**config.mk**
```make
export PLATFORM = sky130hd
export DESIGN_NAME = btn_conditioner
export DESIGN_NICKNAME = d
export VERILOG_FILES = /design/src/rtl/btn_cond_pkg.sv /design/src/rtl/btn_cond_cell.sv /design/src/rtl/btn_conditioner.sv
export SDC_FILE = /design/constraint.sdc
export NUM_CORES = 1
export LEC_CHECK = 0
export ABC_AREA = 1
export ABC_CLOCK_PERIOD_IN_PS = 1450
export CAP_MARGIN = 20
export CORE_AREA = 3 3 112 194
export CTS_CLUSTER_SIZE = 25
export DETAILED_ROUTE_END_ITERATION = 8
export DIE_AREA = 0 0 115 197
export PLACE_DENSITY = 0.72
export SLEW_MARGIN = 25
export SYNTH_ARGS = -nofsm -noshare
export SYNTH_HDL_FRONTEND = slang
export SYNTH_SLANG_ARGS = --single-unit
```
**constraint.sdc**
```tcl
create_clock -name sys_clk -period 1.45 [get_ports sys_clk]
set_input_delay 0.145 -clock sys_clk [delete_from_list [all_inputs] [get_ports sys_clk]]
set_output_delay 0.145 -clock sys_clk [all_outputs]
set_load 0.1 [all_outputs]
```
**src/rtl/btn_cond_pkg.sv**
```systemverilog
// Shared definitions for the button conditioner.
// Holds the per-button state encoding, default parameter values, width
// helpers used to size the tick/debounce/hold counters, and the button
// index map the device top uses to address btn_raw and the outputs.
package btn_cond_pkg;

    typedef enum logic [1:0] {
        RELEASED     = 2'd0,
        PRESS_PEND   = 2'd1,
        PRESSED      = 2'd2,
        RELEASE_PEND = 2'd3
    } btn_state_e;

    localparam int unsigned DEF_N_BTN       = 8;
    localparam int unsigned DEF_CLK_HZ      = 100_000_000;
    localparam int unsigned DEF_DEBOUNCE_MS = 20;
    localparam int unsigned DEF_LONG_MS     = 1000;

    // Button index map used by the device top.
    localparam int unsigned BTN_ON      = 0;
    localparam int unsigned BTN_OFF     = 1;
    localparam int unsigned BTN_MANUAL  = 2;
    localparam int unsigned BTN_LEFT    = 3;
    localparam int unsigned BTN_RIGHT   = 4;
    localparam int unsigned BTN_FWD     = 5;
    localparam int unsigned BTN_BACK    = 6;
    localparam int unsigned BTN_BARRIER = 7;

    // sys_clk cycles per 1 ms tick; clocks below 1 kHz tick every cycle.
    function automatic int unsigned tick_div(input int unsigned clk_hz);
        return (clk_hz < 1000) ? 1 : clk_hz / 1000;
    endfunction

    // Bits needed to hold values 0..n_vals-1, never less than 1.
    function automatic int unsigned cnt_w(input int unsigned n_vals);
        return (n_vals <= 2) ? 1 : $clog2(n_vals);
    endfunction

    localparam int unsigned DEF_TICK_DIV = tick_div(DEF_CLK_HZ);

endpackage

```
**src/rtl/btn_cond_cell.sv**
```systemverilog
// One button's debounce / long-press state machine.
// Ports:
//   clk_i, rst_ni    clock, asynchronous active-low reset
//   s_i              synchronised button level (1 = pressed)
//   tick_i           1 ms tick, one cycle wide
//   level_o          debounced level
//   press_o          1-cycle pulse on an accepted press
//   release_o        1-cycle pulse on an accepted release
//   long_o           1-cycle pulse once a press has been held LONG_MS ticks
module btn_cond_cell
    import btn_cond_pkg::*;
#(
    parameter int unsigned DEBOUNCE_MS = DEF_DEBOUNCE_MS,
    parameter int unsigned LONG_MS     = DEF_LONG_MS
) (
    input  logic clk_i,
    input  logic rst_ni,
    input  logic s_i,
    input  logic tick_i,
    output logic level_o,
    output logic press_o,
    output logic release_o,
    output logic long_o
);

    localparam int unsigned DB_W   = cnt_w(DEBOUNCE_MS + 1);
    localparam int unsigned HOLD_W = cnt_w(LONG_MS + 1);

    localparam logic [DB_W-1:0]   DB_LAST   = DB_W'(DEBOUNCE_MS - 1);
    localparam logic [HOLD_W-1:0] HOLD_MAX  = HOLD_W'(LONG_MS);
    localparam logic [HOLD_W-1:0] HOLD_LAST = HOLD_W'(LONG_MS - 1);

    btn_state_e        state_q, state_d;
    logic [DB_W-1:0]   db_q, db_d;
    logic [HOLD_W-1:0] hold_q, hold_d;
    logic              level_q, level_d;
    logic              press_q, press_d;
    logic              release_q, release_d;
    logic              long_q, long_d;

    // State register and registered outputs.
    always_ff @(posedge clk_i or negedge rst_ni) begin
        if (!rst_ni) begin
            state_q   <= RELEASED;
            db_q      <= '0;
            hold_q    <= '0;
            level_q   <= 1'b0;
            press_q   <= 1'b0;
            release_q <= 1'b0;
            long_q    <= 1'b0;
        end else begin
            state_q   <= state_d;
            db_q      <= db_d;
            hold_q    <= hold_d;
            level_q   <= level_d;
            press_q   <= press_d;
            release_q <= release_d;
            long_q    <= long_d;
        end
    end

    // Next-state, counters and pulses.
    always_comb begin
        state_d   = state_q;
        db_d      = db_q;
        hold_d    = hold_q;
        level_d   = level_q;
        press_d   = 1'b0;
        release_d = 1'b0;
        long_d    = 1'b0;

        // Hold time accrues through release bounces; saturation keeps long one-shot.
        if ((state_q == PRESSED || state_q == RELEASE_PEND) && tick_i) begin
            if (hold_q != HOLD_MAX) begin
                hold_d = hold_q + HOLD_W'(1);
            end
            long_d = (hold_q == HOLD_LAST);
        end

        unique case (state_q)
            RELEASED: begin
                if (s_i) begin
                    state_d = PRESS_PEND;
                    db_d    = '0;
                end
            end
            PRESS_PEND: begin
                // A bounce wins over a coincident tick.
                if (!s_i) begin
                    state_d = RELEASED;
                    db_d    = '0;
                end else if (tick_i) begin
                    if (db_q == DB_LAST) begin
                        state_d = PRESSED;
                        db_d    = '0;
                        hold_d  = '0;
                        level_d = 1'b1;
                        press_d = 1'b1;
                    end else begin
                        db_d = db_q + DB_W'(1);
                    end
                end
            end
            PRESSED: begin
                if (!s_i) begin
                    state_d = RELEASE_PEND;
                    db_d    = '0;
                end
            end
            RELEASE_PEND: begin
                if (s_i) begin
                    state_d = PRESSED;
                    db_d    = '0;
                end else if (tick_i) begin
                    if (db_q == DB_LAST) begin
                        state_d   = RELEASED;
                        db_d      = '0;
                        hold_d    = '0;
                        level_d   = 1'b0;
                        release_d = 1'b1;
                        long_d    = 1'b0;
                    end else begin
                        db_d = db_q + DB_W'(1);
                    end
                end
            end
            default: begin
                state_d = RELEASED;
            end
        endcase
    end

    assign level_o   = level_q;
    assign press_o   = press_q;
    assign release_o = release_q;
    assign long_o    = long_q;

endmodule

```
**src/rtl/btn_conditioner.sv**
```systemverilog
// Button conditioner: synchronises, debounces and pulse-encodes N_BTN raw
// board buttons on sys_clk using an internal 1 ms tick.
// Build option: BTN_COND_SYNC_EN defined inserts a 2-flop synchroniser on
// btn_raw; undefined feeds btn_raw straight to the cells (btn_raw must then
// be synchronous to sys_clk).
// Ports:
//   sys_clk, rst_n   clock, asynchronous active-low reset
//   btn_raw          raw button inputs (1 = pressed)
//   btn_level        debounced levels
//   btn_press        1-cycle accepted-press pulses
//   btn_release      1-cycle accepted-release pulses
//   btn_long         1-cycle long-press pulses
//   ms_tick          1-cycle pulse every CLK_HZ/1000 cycles
module btn_conditioner
    import btn_cond_pkg::*;
#(
    parameter int unsigned N_BTN       = DEF_N_BTN,
    parameter int unsigned CLK_HZ      = DEF_CLK_HZ,
    parameter int unsigned DEBOUNCE_MS = DEF_DEBOUNCE_MS,
    parameter int unsigned LONG_MS     = DEF_LONG_MS
) (
    input  logic             sys_clk,
    input  logic             rst_n,
    input  logic [N_BTN-1:0] btn_raw,
    output logic [N_BTN-1:0] btn_level,
    output logic [N_BTN-1:0] btn_press,
    output logic [N_BTN-1:0] btn_release,
    output logic [N_BTN-1:0] btn_long,
    output logic             ms_tick
);

    localparam int unsigned TICK_DIV = tick_div(CLK_HZ);
    localparam int unsigned TICK_W   = cnt_w(TICK_DIV);
    localparam logic [TICK_W-1:0] TICK_LAST = TICK_W'(TICK_DIV - 1);

    logic [TICK_W-1:0] tick_cnt_q, tick_cnt_d;
    logic              ms_tick_q, ms_tick_d;
    logic [N_BTN-1:0]  btn_sync;

    // Free-running ms divider; the tick register mirrors tick_cnt == TICK_DIV-1.
    always_comb begin
        tick_cnt_d = (tick_cnt_q == TICK_LAST) ? '0 : tick_cnt_q + TICK_W'(1);
        ms_tick_d  = (tick_cnt_d == TICK_LAST);
    end

    always_ff @(posedge sys_clk or negedge rst_n) begin
        if (!rst_n) begin
            tick_cnt_q <= '0;
            ms_tick_q  <= 1'b0;
        end else begin
            tick_cnt_q <= tick_cnt_d;
            ms_tick_q  <= ms_tick_d;
        end
    end

    assign ms_tick = ms_tick_q;

`ifdef BTN_COND_SYNC_EN
    logic [N_BTN-1:0] sync1_q, sync2_q;

    // Two-flop synchroniser for the asynchronous button pins.
    always_ff @(posedge sys_clk or negedge rst_n) begin
        if (!rst_n) begin
            sync1_q <= '0;
            sync2_q <= '0;
        end else begin
            sync1_q <= btn_raw;
            sync2_q <= sync1_q;
        end
    end

    assign btn_sync = sync2_q;
`else
    assign btn_sync = btn_raw;
`endif

    for (genvar i = 0; i < int'(N_BTN); i++) begin : g_cell
        btn_cond_cell #(
            .DEBOUNCE_MS (DEBOUNCE_MS),
            .LONG_MS     (LONG_MS)
        ) u_cell (
            .clk_i     (sys_clk),
            .rst_ni    (rst_n),
            .s_i       (btn_sync[i]),
            .tick_i    (ms_tick_q),
            .level_o   (btn_level[i]),
            .press_o   (btn_press[i]),
            .release_o (btn_release[i]),
            .long_o    (btn_long[i])
        );
    end

endmodule

```
* Word-level counts from Yosys, hierarchy flattened *
Index checks and enable logic that the tools add are counted.

word-level totals
  register bits after elaboration = 186
  bits in latches = 0
  memory bits (writable) = 0
  memory bits (read-only) = 0
  input bits = 10
  output and inout port bits = 33
  logic and storage cells = 606
  memories = 0

operators by class
  $add $sub $neg = 17
  multipliers = 0
  divide/modulo/power cells = 0
  $lt $le $gt $ge = 0
  equality and inequality tests = 146
  shift operators = 0
  muxes and demuxes = 329
  bitwise gates (word level) = 0
  reductions and logical operators = 56

operator list
  cell                     count
  $mux W10                 48
  $mux W5                  48
  $pmux W10 S2             8
  $pmux W5 S4              8
  $mux W1                  136
  $mux W2                  64
  $ne A2 B2 Y1 const B     56
  $add A10 B1 Y10 const B  8
  $eq A10 B10 Y1 const B   8
  $ne A10 B10 Y1 const B   8
  $ne A3 B3 Y1 const B     24
  $pmux W2 S4              8
  $reduce_and A7 Y1        8
  $reduce_and A6 Y1        8
  $add A5 B1 Y5 const B    8
  $eq A5 B5 Y1 const B     8
  $eq A17 B17 Y1 const B   2
  $eq A2 B2 Y1 const B     16
  $ne A3 B2 Y1 const B     8
  $add A17 B1 Y17 const B  1
  $mux W17                 1
  $eq A2 B1 Y1 const B     8
  $logic_not A2 Y1         8
  $ne A2 B1 Y1 const B     8
  other kinds (5)          40

* Depth between registers and ports, before layout *
Gate-level depths: netlist of run 1.

  depth after elaboration = 8
  mapped depth = 12
  gate-level depth less buffers = 12

* Hierarchy *
From an unflattened synthesis of run 1, not the netlist that was laid out.

unflattened totals
  cell total of the unflattened synthesis = 1508
  area total of the unflattened synthesis = 11255.8 sq um

modules (own cells, without submodules)
  module                                 times used  cells each  area an instance (sq um)
  btn_cond_cell at g_cell[0].u_cell ...  5           158         1237.4
  btn_cond_cell at g_cell[6].u_cell ...  2           183         1320.0
  btn_cond_cell at g_cell[5].u_cell      1           176         1246.2
  btn_conditioner                        1           176         1182.4

* Least setup slack after synthesis of run 1 *
OpenSTA, ideal clock, no wires.

  path kind = reg-to-reg
  from = register ms_tick_q, in the netlist ms_tick
  to = register g_cell[0].u_cell.hold_q[0]
  library setup time = 131 ps
  arrival time = 1950 ps
  required time = 1319 ps
  path slack = -631 ps
  stages on the path, launching flop included = 7
  path buffers = 1
  period minus slack after synthesis = 2081 ps
  cell sequence = dfrtp_1 inv_2 buf_2 nor3_2 inv_1 o31ai_2 nor2_1

between the ends
  cells in the longest elaborated chain, start to end = 6
  elaborated cells on any way between the ends = 7

ends and longest elaborated chain
  what                            RTL line                                   source
  start, declared                 btn_conditioner.sv:37                      logic ms_tick_q, ms_tick_d;
  start signal, assigned          btn_conditioner.sv:52                      ms_tick_q <= ms_tick_d;
  $logic_and A1 B1 Y1             btn_cond_cell.sv:73                        if ((state_q == PRESSED || state_q == RELEASE_PEND) && tick_i) begin
  $mux W10                        btn_cond_cell.sv:73
  $mux W10                        btn_cond_cell.sv:93, btn_cond_cell.sv:115
  $mux W10                        btn_cond_cell.sv:114                       end else if (tick_i) begin
  $mux W10 (on tied branches)     btn_cond_cell.sv:111, btn_cond_cell.sv:89
  $pmux W10 S2 (*)                btn_cond_cell.sv:80                        unique case (state_q)
  net g_cell[0].u_cell.hold_d[0]  btn_cond_cell.sv:35                        logic [HOLD_W-1:0] hold_q, hold_d;
  end signal, assigned            btn_cond_cell.sv:54                        hold_q <= hold_d;
  end, declared                   btn_cond_cell.sv:35

The timed path passes the listed nets; every way through them passes the cells marked *.
A chain may end at the register's enable or synchronous reset.

* Final worst setup path of run 1 *
  from = register ms_tick_q, in the netlist ms_tick
  to = register g_cell[4].u_cell.hold_q[8]

between the ends
  cells in the longest elaborated chain, start to end = 6
  elaborated cells on any way between the ends = 7

ends and longest elaborated chain
  what                            RTL line                                   source
  $logic_and A1 B1 Y1             btn_cond_cell.sv:73
  $mux W10                        btn_cond_cell.sv:73
  $mux W10                        btn_cond_cell.sv:93, btn_cond_cell.sv:115
  $mux W10                        btn_cond_cell.sv:92                        end else if (tick_i) begin
  $mux W10 (on tied branches)     btn_cond_cell.sv:111, btn_cond_cell.sv:89
  $pmux W10 S2 (*)                btn_cond_cell.sv:80
  net g_cell[4].u_cell.hold_d[8]  btn_cond_cell.sv:35
  end signal, assigned            btn_cond_cell.sv:54
  end, declared                   btn_cond_cell.sv:35

Marked as above.

==> results of run 1 <==
==> flip-flops by register name, summed over array words and instances (netlist names), named ones only <==
name / flops
g_cell.u_cell.level_o: 8
g_cell.u_cell.hold_q: 80
ms_tick: 1
g_cell.u_cell.db_q: 40
g_cell.u_cell.release_o: 8
g_cell.u_cell.long_o: 8
g_cell.u_cell.press_o: 8
g_cell.u_cell.state_q: 8
tick_cnt_q: 17
==> report_power, final <==
group | switching, mW | internal (mW)
clock | 2.27 | 2.43
sequential | 0.246 | 5.38
combinational | 1.19 | 0.767
total | 3.71 | 8.58
==> what timing repair did <==
item,in CTS,in global routing
setup endpoints to repair,91,153
buffers inserted,19,61
gates resized for setup,112,381
pin swaps,44,154
gates cloned,1,1
hold buffers,1,0
endpoints found under the hold margin,186,0
==> kinds of logic (layout without fill, tap and decap cells) <==
| logic type | count (synthesis) | after routing | synth area share, % |
|---|---|---|---|
| simple gates | 600 | 600 | 26.8 |
| buf+inv | 236 | 525 | 10.2 |
| flops | 186 | 186 | 46.4 |
| compound gates | 149 | 149 | 8.90 |
| xor+xnor | 52 | 52 | 4.54 |
| fa+ha+maj | 25 | 25 | 3.12 |
==> critical path, stage by stage, from the launching register on <==
cell,delay [ns]
sky130_fd_sc_hd__dfrtp_4,0.56
sky130_fd_sc_hd__buf_12,0.19
sky130_fd_sc_hd__nand2_4,0.06
sky130_fd_sc_hd__inv_4,0.08
sky130_fd_sc_hd__nand2_4,0.06
sky130_fd_sc_hd__nor2_4,0.14
sky130_fd_sc_hd__nand3_4,0.12
sky130_fd_sc_hd__nor2_4,0.14
sky130_fd_sc_hd__xnor2_2,0.11
sky130_fd_sc_hd__nor2_1,0.06
==> final cells by class <==
cell class,instances,area [µm²]
Multi-Input combinational cell,826,6030
Fill cell,1247,5010
Sequential cell,186,4670
Timing Repair Buffer,298,2990
Inverter,195,787
Clock buffer,17,425
Tap cell,248,310
Clock inverter,15,159
==> stage by stage <==
step | worst slack [ns] | instances | TNS (ns)
finish | -0.210 | 1785 | -7.78
global route | -0.358 | 1785 | -17.33
CTS | -0.122 | 1727 | -4.57
detailed placement | -0.305 | 1674 | -16.04
global placement | -0.309 | 1674 | -13.52
floorplan | -0.152 | 1248 | -4.46
==> how the worst max path moves through the flow <==
stage                        from                         end
floorplan                 ms_tick    g_cell[4].u_cell.db_q[0]
global placement       btn_raw[7]  g_cell[7].u_cell.hold_q[1]
detailed placement     btn_raw[7]  g_cell[7].u_cell.hold_q[1]
CTS                       ms_tick  g_cell[2].u_cell.hold_q[8]
global route        tick_cnt_q[0]                     ms_tick
finish                    ms_tick  g_cell[4].u_cell.hold_q[8]
==> routing by layer <==
metal	vias to the layer above	routed length (µm)
li1	4544	-
met1	4740	10100
met2	226	16300
met3	91	785
met4	0	1160
met5	-	0
==> cells in the mapped netlist (2+ instances only) <==
| cell type | count |
|---|---|
| sky130_fd_sc_hd__a211oi_1 | 9 |
| sky130_fd_sc_hd__a21oi_1 | 44 |
| sky130_fd_sc_hd__a21oi_2 | 2 |
| sky130_fd_sc_hd__a22o_1 | 4 |
| sky130_fd_sc_hd__a31oi_1 | 2 |
| sky130_fd_sc_hd__a32o_1 | 7 |
| sky130_fd_sc_hd__buf_2 | 4 |
| sky130_fd_sc_hd__buf_4 | 35 |
| sky130_fd_sc_hd__clkbuf_1 | 2 |
| sky130_fd_sc_hd__dfrtp_1 | 186 |
| sky130_fd_sc_hd__ha_1 | 25 |
| sky130_fd_sc_hd__inv_1 | 184 |
| sky130_fd_sc_hd__inv_2 | 11 |
| sky130_fd_sc_hd__nand2_1 | 221 |
| sky130_fd_sc_hd__nand2_2 | 8 |
| sky130_fd_sc_hd__nand3_1 | 59 |
| sky130_fd_sc_hd__nand3b_1 | 3 |
| sky130_fd_sc_hd__nand4_1 | 25 |
| sky130_fd_sc_hd__nor2_1 | 178 |
| sky130_fd_sc_hd__nor2_2 | 15 |
| sky130_fd_sc_hd__nor2_4 | 4 |
| sky130_fd_sc_hd__nor3_1 | 48 |
| sky130_fd_sc_hd__nor3_2 | 4 |
| sky130_fd_sc_hd__nor3b_1 | 3 |
| sky130_fd_sc_hd__nor3b_2 | 2 |
| sky130_fd_sc_hd__nor4_1 | 7 |
| sky130_fd_sc_hd__o211a_1 | 2 |
| sky130_fd_sc_hd__o211ai_1 | 3 |
| sky130_fd_sc_hd__o21ai_0 | 45 |
| sky130_fd_sc_hd__o21ai_1 | 6 |
| sky130_fd_sc_hd__o21bai_1 | 2 |
| sky130_fd_sc_hd__o22ai_1 | 19 |
| sky130_fd_sc_hd__or2_0 | 4 |
| sky130_fd_sc_hd__or2_1 | 3 |
| sky130_fd_sc_hd__or2_2 | 11 |
| sky130_fd_sc_hd__xnor2_1 | 6 |
| sky130_fd_sc_hd__xor2_1 | 46 |
==> Flow_metrics.wiki, run 1 <==
{| class="wikitable"
! Metric !! Value
|-
| Via density per instance || between 5 and 6
|-
| Clock latency on the worst-skew pair || 0.44 ns
|-
| Met1 Resource Use GR || between 20% and 30%
|-
| Biggest area consumer among synthesized cells || sky130_fd_sc_hd__dfrtp_1
|-
| TritonCTS sink count || roughly 190
|-
| Total design power || around 12 mW
|-
| Slew headroom || between 60 and 70%
|-
| Area of placed instances || between 10000 and 15000 µm²
|-
| Share of the synthesized area in the top cell type || 46.4%
|-
| Final number of max-transition violations || 0
|-
| CTS tree || built
|-
| Number of cells on the worst reg-to-reg path || 9
|-
| Class of the most critical hold timing path || primary input to async pin
|-
| Critical path launch point type || flop
|-
| Number of CTS-inserted buffers || 17
|-
| Number of endpoints failing setup at the final stage || between 100 and 150
|-
| Final hold slack || about 0.13 ns
|-
| Number of cells produced by synthesis || 1248
|-
| Critical path endpoint category || flop
|-
| Busiest metal layer after global routing || met2
|-
| Number of warning messages in the yosys log || 0
|-
| Initial antenna violation count || 0
|-
| Critical R2R Capture || g_cell[4].u_cell.hold_q[8]
|-
| Die Height || 197 µm
|-
| Detailed-placement wirelength estimate || approximately 16000 µm
|-
| Horizontal die dimension || ~120 µm
|-
| Async set or reset register ratio after synthesis || 100%
|-
| Overall via count from detail_route || roughly 9600
|-
| Mean area per synthesized cell || ~8.0 µm²
|-
| Post-synthesis net count || approximately 1300
|-
| Crit path max fanout || 7
|-
| Number of ports placed on the die boundary || 43
|-
| Ratio of total power to cell area || approximately 800 nW/µm²
|-
| Cell area after layout || ~15000 µm²
|-
| Pin count of the biggest net entering global routing || between 50 and 60
|-
| Layout-stage area growth over the synthesis result || 53.3%
|-
| Met3 Resource Use GR || about 3.1%
|-
| Wire length after detailed routing || 28300 µm
|-
| Final setup slack of the worst path || -0.210 ns
|-
| Initial Util || between 40% and 50%
|-
| Most frequent standard cell in the layout excluding fill and tap cells || sky130_fd_sc_hd__buf_4
|-
| Maximum level of the CTS H-tree || 4
|-
| Hold Vio Cnt, Final || 0
|-
| Total standard cell area after synthesis || approximately 10000 µm²
|-
| Maximum Capacitance Violations || 0
|-
| Clock transition at the registers of the reported paths || approximately 0.07 ns
|-
| DIE AREA || around 23000 µm²
|-
| LEAKAGE || ~7.2 nW
|-
| Fraction of final layout cells with drive strength greater than 1 || 45.6%
|-
| Core occupancy in the finished layout || roughly three quarters
|-
| Average detailed-routed wire length per instance || between 15 and 20 µm
|-
| Count of flip-flops with a built-in enable after synthesis || 0
|-
| Number of different library cells in the post-synthesis netlist || 46
|-
| Port buffer count || between 40 and 50
|-
| Flip-flop and latch count after synthesis || around 190
|-
| Commonest cells after routing, fill and taps aside || 200 x sky130_fd_sc_hd__buf_4, 178 x sky130_fd_sc_hd__dfrtp_1, 158 x sky130_fd_sc_hd__nand2_1
|-
| Run status || complete, but fails checks
|-
| Commonest register cell after synthesis || sky130_fd_sc_hd__dfrtp_1
|-
| First-pass GRT wire length || between 40000 and 50000 µm
|-
| Area of the placeable core || 20400 µm²
|-
| Tmin final || around 1.7 ns
|-
| Setup Skew || ~0.012 ns
|-
| Overflow after GRT || 0
|-
| Buffer cell driving the clock tree root || sky130_fd_sc_hd__clkbuf_16
|-
| Worst ir drop on vdd || 0.000634 V
|-
| Number of placement rows || around 70
|-
| Setup repair after global routing missed its margin || true
|-
| Data arrival time of the worst path || roughly 2.0 ns
|-
| Total routing resource utilization after global routing || between 20% and 30%
|-
| Buffer depth of the longest clock path || 2
|-
| Weighted congestion at the end of routability-driven global placement || ~0.87
|-
| Final critical-path share of the clock period || 114%
|-
| Met2 track demand over resource || slightly above 40%
|-
| Top post-synthesis cells by area || sky130_fd_sc_hd__dfrtp_1 46%, sky130_fd_sc_hd__nand2_1 8.3%, sky130_fd_sc_hd__inv_1 6.9%, sky130_fd_sc_hd__nor2_1 6.7%, sky130_fd_sc_hd__xor2_1 4.0%
|-
| DRC violation total after the first TritonRoute iteration || roughly 650
|-
| Antenna Nets Post-Route || 0
|-
| Maximum clock rate || ~0.6 GHz
|-
| DR pass1 iterations || 5
|-
| Worst flop-to-flop path startpoint || ms_tick
|-
| Part of the Yosys area used for sequential elements || a little under half
|-
| Number of global-route vias before repair || 9603
|-
| Path type of the worst setup path || flop to flop
|-
| Violations in the final reports || negative setup slack
|-
| Final net count || ~1600
|-
| Slew at the pin closest to its max-slew limit || 0.463 ns
|-
| Residual DRC count || 0
|-
| Register-to-register path setup slack || -0.21 ns
|-
| Antenna cell count || 0
|-
| Critical path data required time || 1.78 ns
|}
Note: power is estimated with default switching activity, not from simulation.
==> inputs of run 2 (changes only) <==
Settings changed: SKIP_CTS_REPAIR_TIMING from default to 1, SLEW_MARGIN 25 to 20.
==> run 2 against run 1 <==
The run still ends with negative setup slack left. Clock-buffer cell count stayed put. Clock power about the same. Non-clock buffer count down 30. Worst setup slack lost 0.0045 ns. Sequential cell count stayed put. Highest routed layer unchanged. Sequential power about the same.
==> Flow_metrics.wiki, run 2 (synthesis results as in run 1) <==
{| class="wikitable"
! Metric !! Value
|-
| Run status || complete, but fails checks
|-
| Violations in the final reports || negative setup slack
|-
| Switching Fraction || between 20% and 30%
|-
| Critical path data required time || roughly 1.8 ns
|-
| Number of CTS-inserted buffers || 17
|-
| Residual DRC count || 0
|-
| Worst ir drop on vdd || 0.000605 V
|-
| Path type of the worst setup path || flop to flop
|-
| TritonCTS sink count || 186
|-
| Via density per instance || between 5 and 6
|-
| Overflow after GRT || 0
|-
| Antenna Nets Post-Route || 0
|-
| DRC violation total after the first TritonRoute iteration || between 500 and 600
|-
| Register name with the most flops || g_cell.u_cell.hold_q
|-
| Area of the placeable core || roughly 20000 µm²
|-
| Clock transition at the registers of the reported paths || approximately 0.08 ns
|-
| Placed cell count || around 1700
|-
| Switching pwr || approximately 3.6 mW
|-
| Slew headroom || about 69%
|-
| Non-filler cells in the finished layout || between 1500 and 2000
|-
| Internal power of the cells || roughly 8.6 mW
|-
| Critical path endpoint category || flop
|-
| Cell type group with the largest total delay on the critical path || buffers and inverters
|-
| Buffers and inverters on the worst path || 5
|-
| Maximum level of the CTS H-tree || 4
|-
| Maximum clock rate || around 0.60 GHz
|-
| Initial Util || 49.2%
|-
| Average detailed-routed wire length per instance || ~14 µm
|-
| First-pass GRT wire length || roughly 38000 µm
|-
| CTS tree || built
|-
| Antenna cell count || 0
|-
| Post-placement setup slack || -0.305 ns
|-
| Fraction of final layout cells with drive strength greater than 1 || 40.9%
|-
| Class of the most critical hold timing path || primary input to async pin
|-
| Buffer cell driving the clock tree root || sky130_fd_sc_hd__clkbuf_16
|-
| Part of the total power dissipated in combinational logic || approximately 16%
|-
| Biggest registers after layout || g_cell.u_cell.hold_q (80), g_cell.u_cell.db_q (40), tick_cnt_q (17)
|-
| Critical path launch point type || flop
|-
| Hold Vio Cnt, Final || 0
|-
| Most frequent standard cell in the layout excluding fill and tap cells || sky130_fd_sc_hd__buf_4
|-
| Die Height || 197 µm
|-
| Final critical-path share of the clock period || 115%
|-
| Register-to-register path setup slack || -0.21 ns
|-
| Data arrival time of the worst path || a little under 2 ns
|-
| Tmin final || roughly 1.7 ns
|-
| Final setup slack of the worst path || -0.214 ns
|-
| Number of global-route vias before repair || about 9000
|-
| Cell type of the slowest stage on the worst timing path || sky130_fd_sc_hd__dfrtp_4
|-
| Horizontal die dimension || around 120 µm
|-
| Pin count of the biggest net entering global routing || 58
|-
| Largest stage delay, worst path || approximately 0.5 ns
|-
| Fraction of power consumed by the clock network || between 30% and 40%
|-
| Final number of max-transition violations || 0
|-
| Final hold slack || 0.135 ns
|-
| Initial antenna violation count || 0
|-
| Maximum Capacitance Violations || 0
|-
| Number of ports placed on the die boundary || 43
|-
| DIE AREA || between 20000 and 25000 µm²
|-
| Setup Skew || 0.0116 ns
|-
| Largest register FFs || 80
|-
| Slew at the pin closest to its max-slew limit || roughly 0.47 ns
|-
| Cell area after layout || about 15000 µm²
|-
| LEAKAGE || 6.82 nW
|-
| Commonest cells after routing, fill and taps aside || 186 x sky130_fd_sc_hd__buf_4, 181 x sky130_fd_sc_hd__dfrtp_1, 175 x sky130_fd_sc_hd__nand2_1
|-
| Cells along the critical path || buf_6 -> clkinv_8 -> buf_12 -> nor2_4 -> inv_2 -> nor2_4 -> buf_6 -> nand2_4 -> o21ai_1
|-
| Overall via count from detail_route || around 9300
|-
| Detailed-placement wirelength estimate || 16300 µm
|-
| Area of placed instances || about 12000 µm²
|-
| Clock latency on the worst-skew pair || approximately 0.44 ns
|-
| Total routing resource utilization after global routing || slightly above 20%
|-
| Buffer depth of the longest clock path || 2
|-
| Sequential cell fraction of total power || 45.9%
|-
| Wire length after detailed routing || approximately 25000 µm
|-
| Layout-stage area growth over the synthesis result || 46.9%
|-
| DR pass1 iterations || 7
|-
| Port buffer count || between 40 and 50
|-
| Number of endpoints failing setup at the final stage || 120
|-
| Crit path max fanout || 7
|-
| Ratio of total power to cell area || between 800 and 900 nW/µm²
|-
| Setup repair after global routing missed its margin || true
|-
| Number of placement rows || between 60 and 70
|-
| Weighted congestion at the end of routability-driven global placement || 0.866
|-
| Final net count || 1529
|-
| Total negative setup slack || -11.89 ns
|}
run 2: changes by cell type in the layout (fill, tap and decap cells not counted), sizes merged:
cell,delta
buf,-31
clkbuf,+1
clkinv,+1
inv,-1
run 2: per-layer routing:
metal  up-vias  global-route usage (%)  wire (µm)
li1       4489                       -          -
met1      4513                    21.3       9320
met2       191                    38.7      14500
met3        79                    2.95        624
met4         0                    10.1       1020
met5         -                       0          0
run 2: per-stage QoR:
step / power (mW) / utilization, %
after global placement: 7.12 / 60.9
after detailed placement: 7.16 / 60.9
after floorplan: 6.44 / -
final: 12.2 / 72.3
after CTS: 11.8 / 63.8
after global routing: 12.7 / 72.3
run 2: power groups by stage:
stage / Clock [mW] / Combinational (mW) / Sequential (mW)
after global routing: 5.00 / 2.10 / 5.62
final: 4.70 / 1.90 / 5.59
after global placement: 0 / 1.47 / 5.65
after CTS: 4.77 / 1.51 / 5.56
after detailed placement: 0 / 1.50 / 5.66
after floorplan: 0 / 0.821 / 5.62
run 2: final timing paths:
kind,end,start,cells past startpoint
worst max-delay path,flop,ms_tick,9
worst min-delay path,g_cell[2].u_cell.hold_q[2],rst_n,2
worst max register to register,flop,ms_tick,9
worst min register to register,g_cell[3].u_cell.press_o,flop,1
max in group asynchronous,g_cell[7].u_cell.hold_q[0],rst_n,3
min in group sys_clk,g_cell[4].u_cell.press_o,btn_raw[4],4
run 2: worst register-to-register path, cell delays in order (launching register included):
cell and delay [ns]:
sky130_fd_sc_hd__dfrtp_4 0.51, sky130_fd_sc_hd__buf_6 0.15, sky130_fd_sc_hd__clkinv_8 0.07, sky130_fd_sc_hd__buf_12 0.15
sky130_fd_sc_hd__nor2_4 0.12, sky130_fd_sc_hd__inv_2 0.07, sky130_fd_sc_hd__nor2_4 0.12, sky130_fd_sc_hd__buf_6 0.13
sky130_fd_sc_hd__nand2_4 0.05, sky130_fd_sc_hd__o21ai_1 0.19
run 2: area by class of cell:
type                       instances  area [µm²]
clock inverter                    15         159
tap                              248         310
timing repair buffer             268        2720
inverter                         195         772
sequential                       186        4660
clock buffer                      17         425
multi-input combinational        826        5680
fill                            1359        5650
==> inputs of run 3 (changes only) <==
Settings changed: SKIP_CTS_REPAIR_TIMING 1 to default.
==> results of run 3 <==
Same layout as run 1: the final DEF is identical, and so are final timing and power.
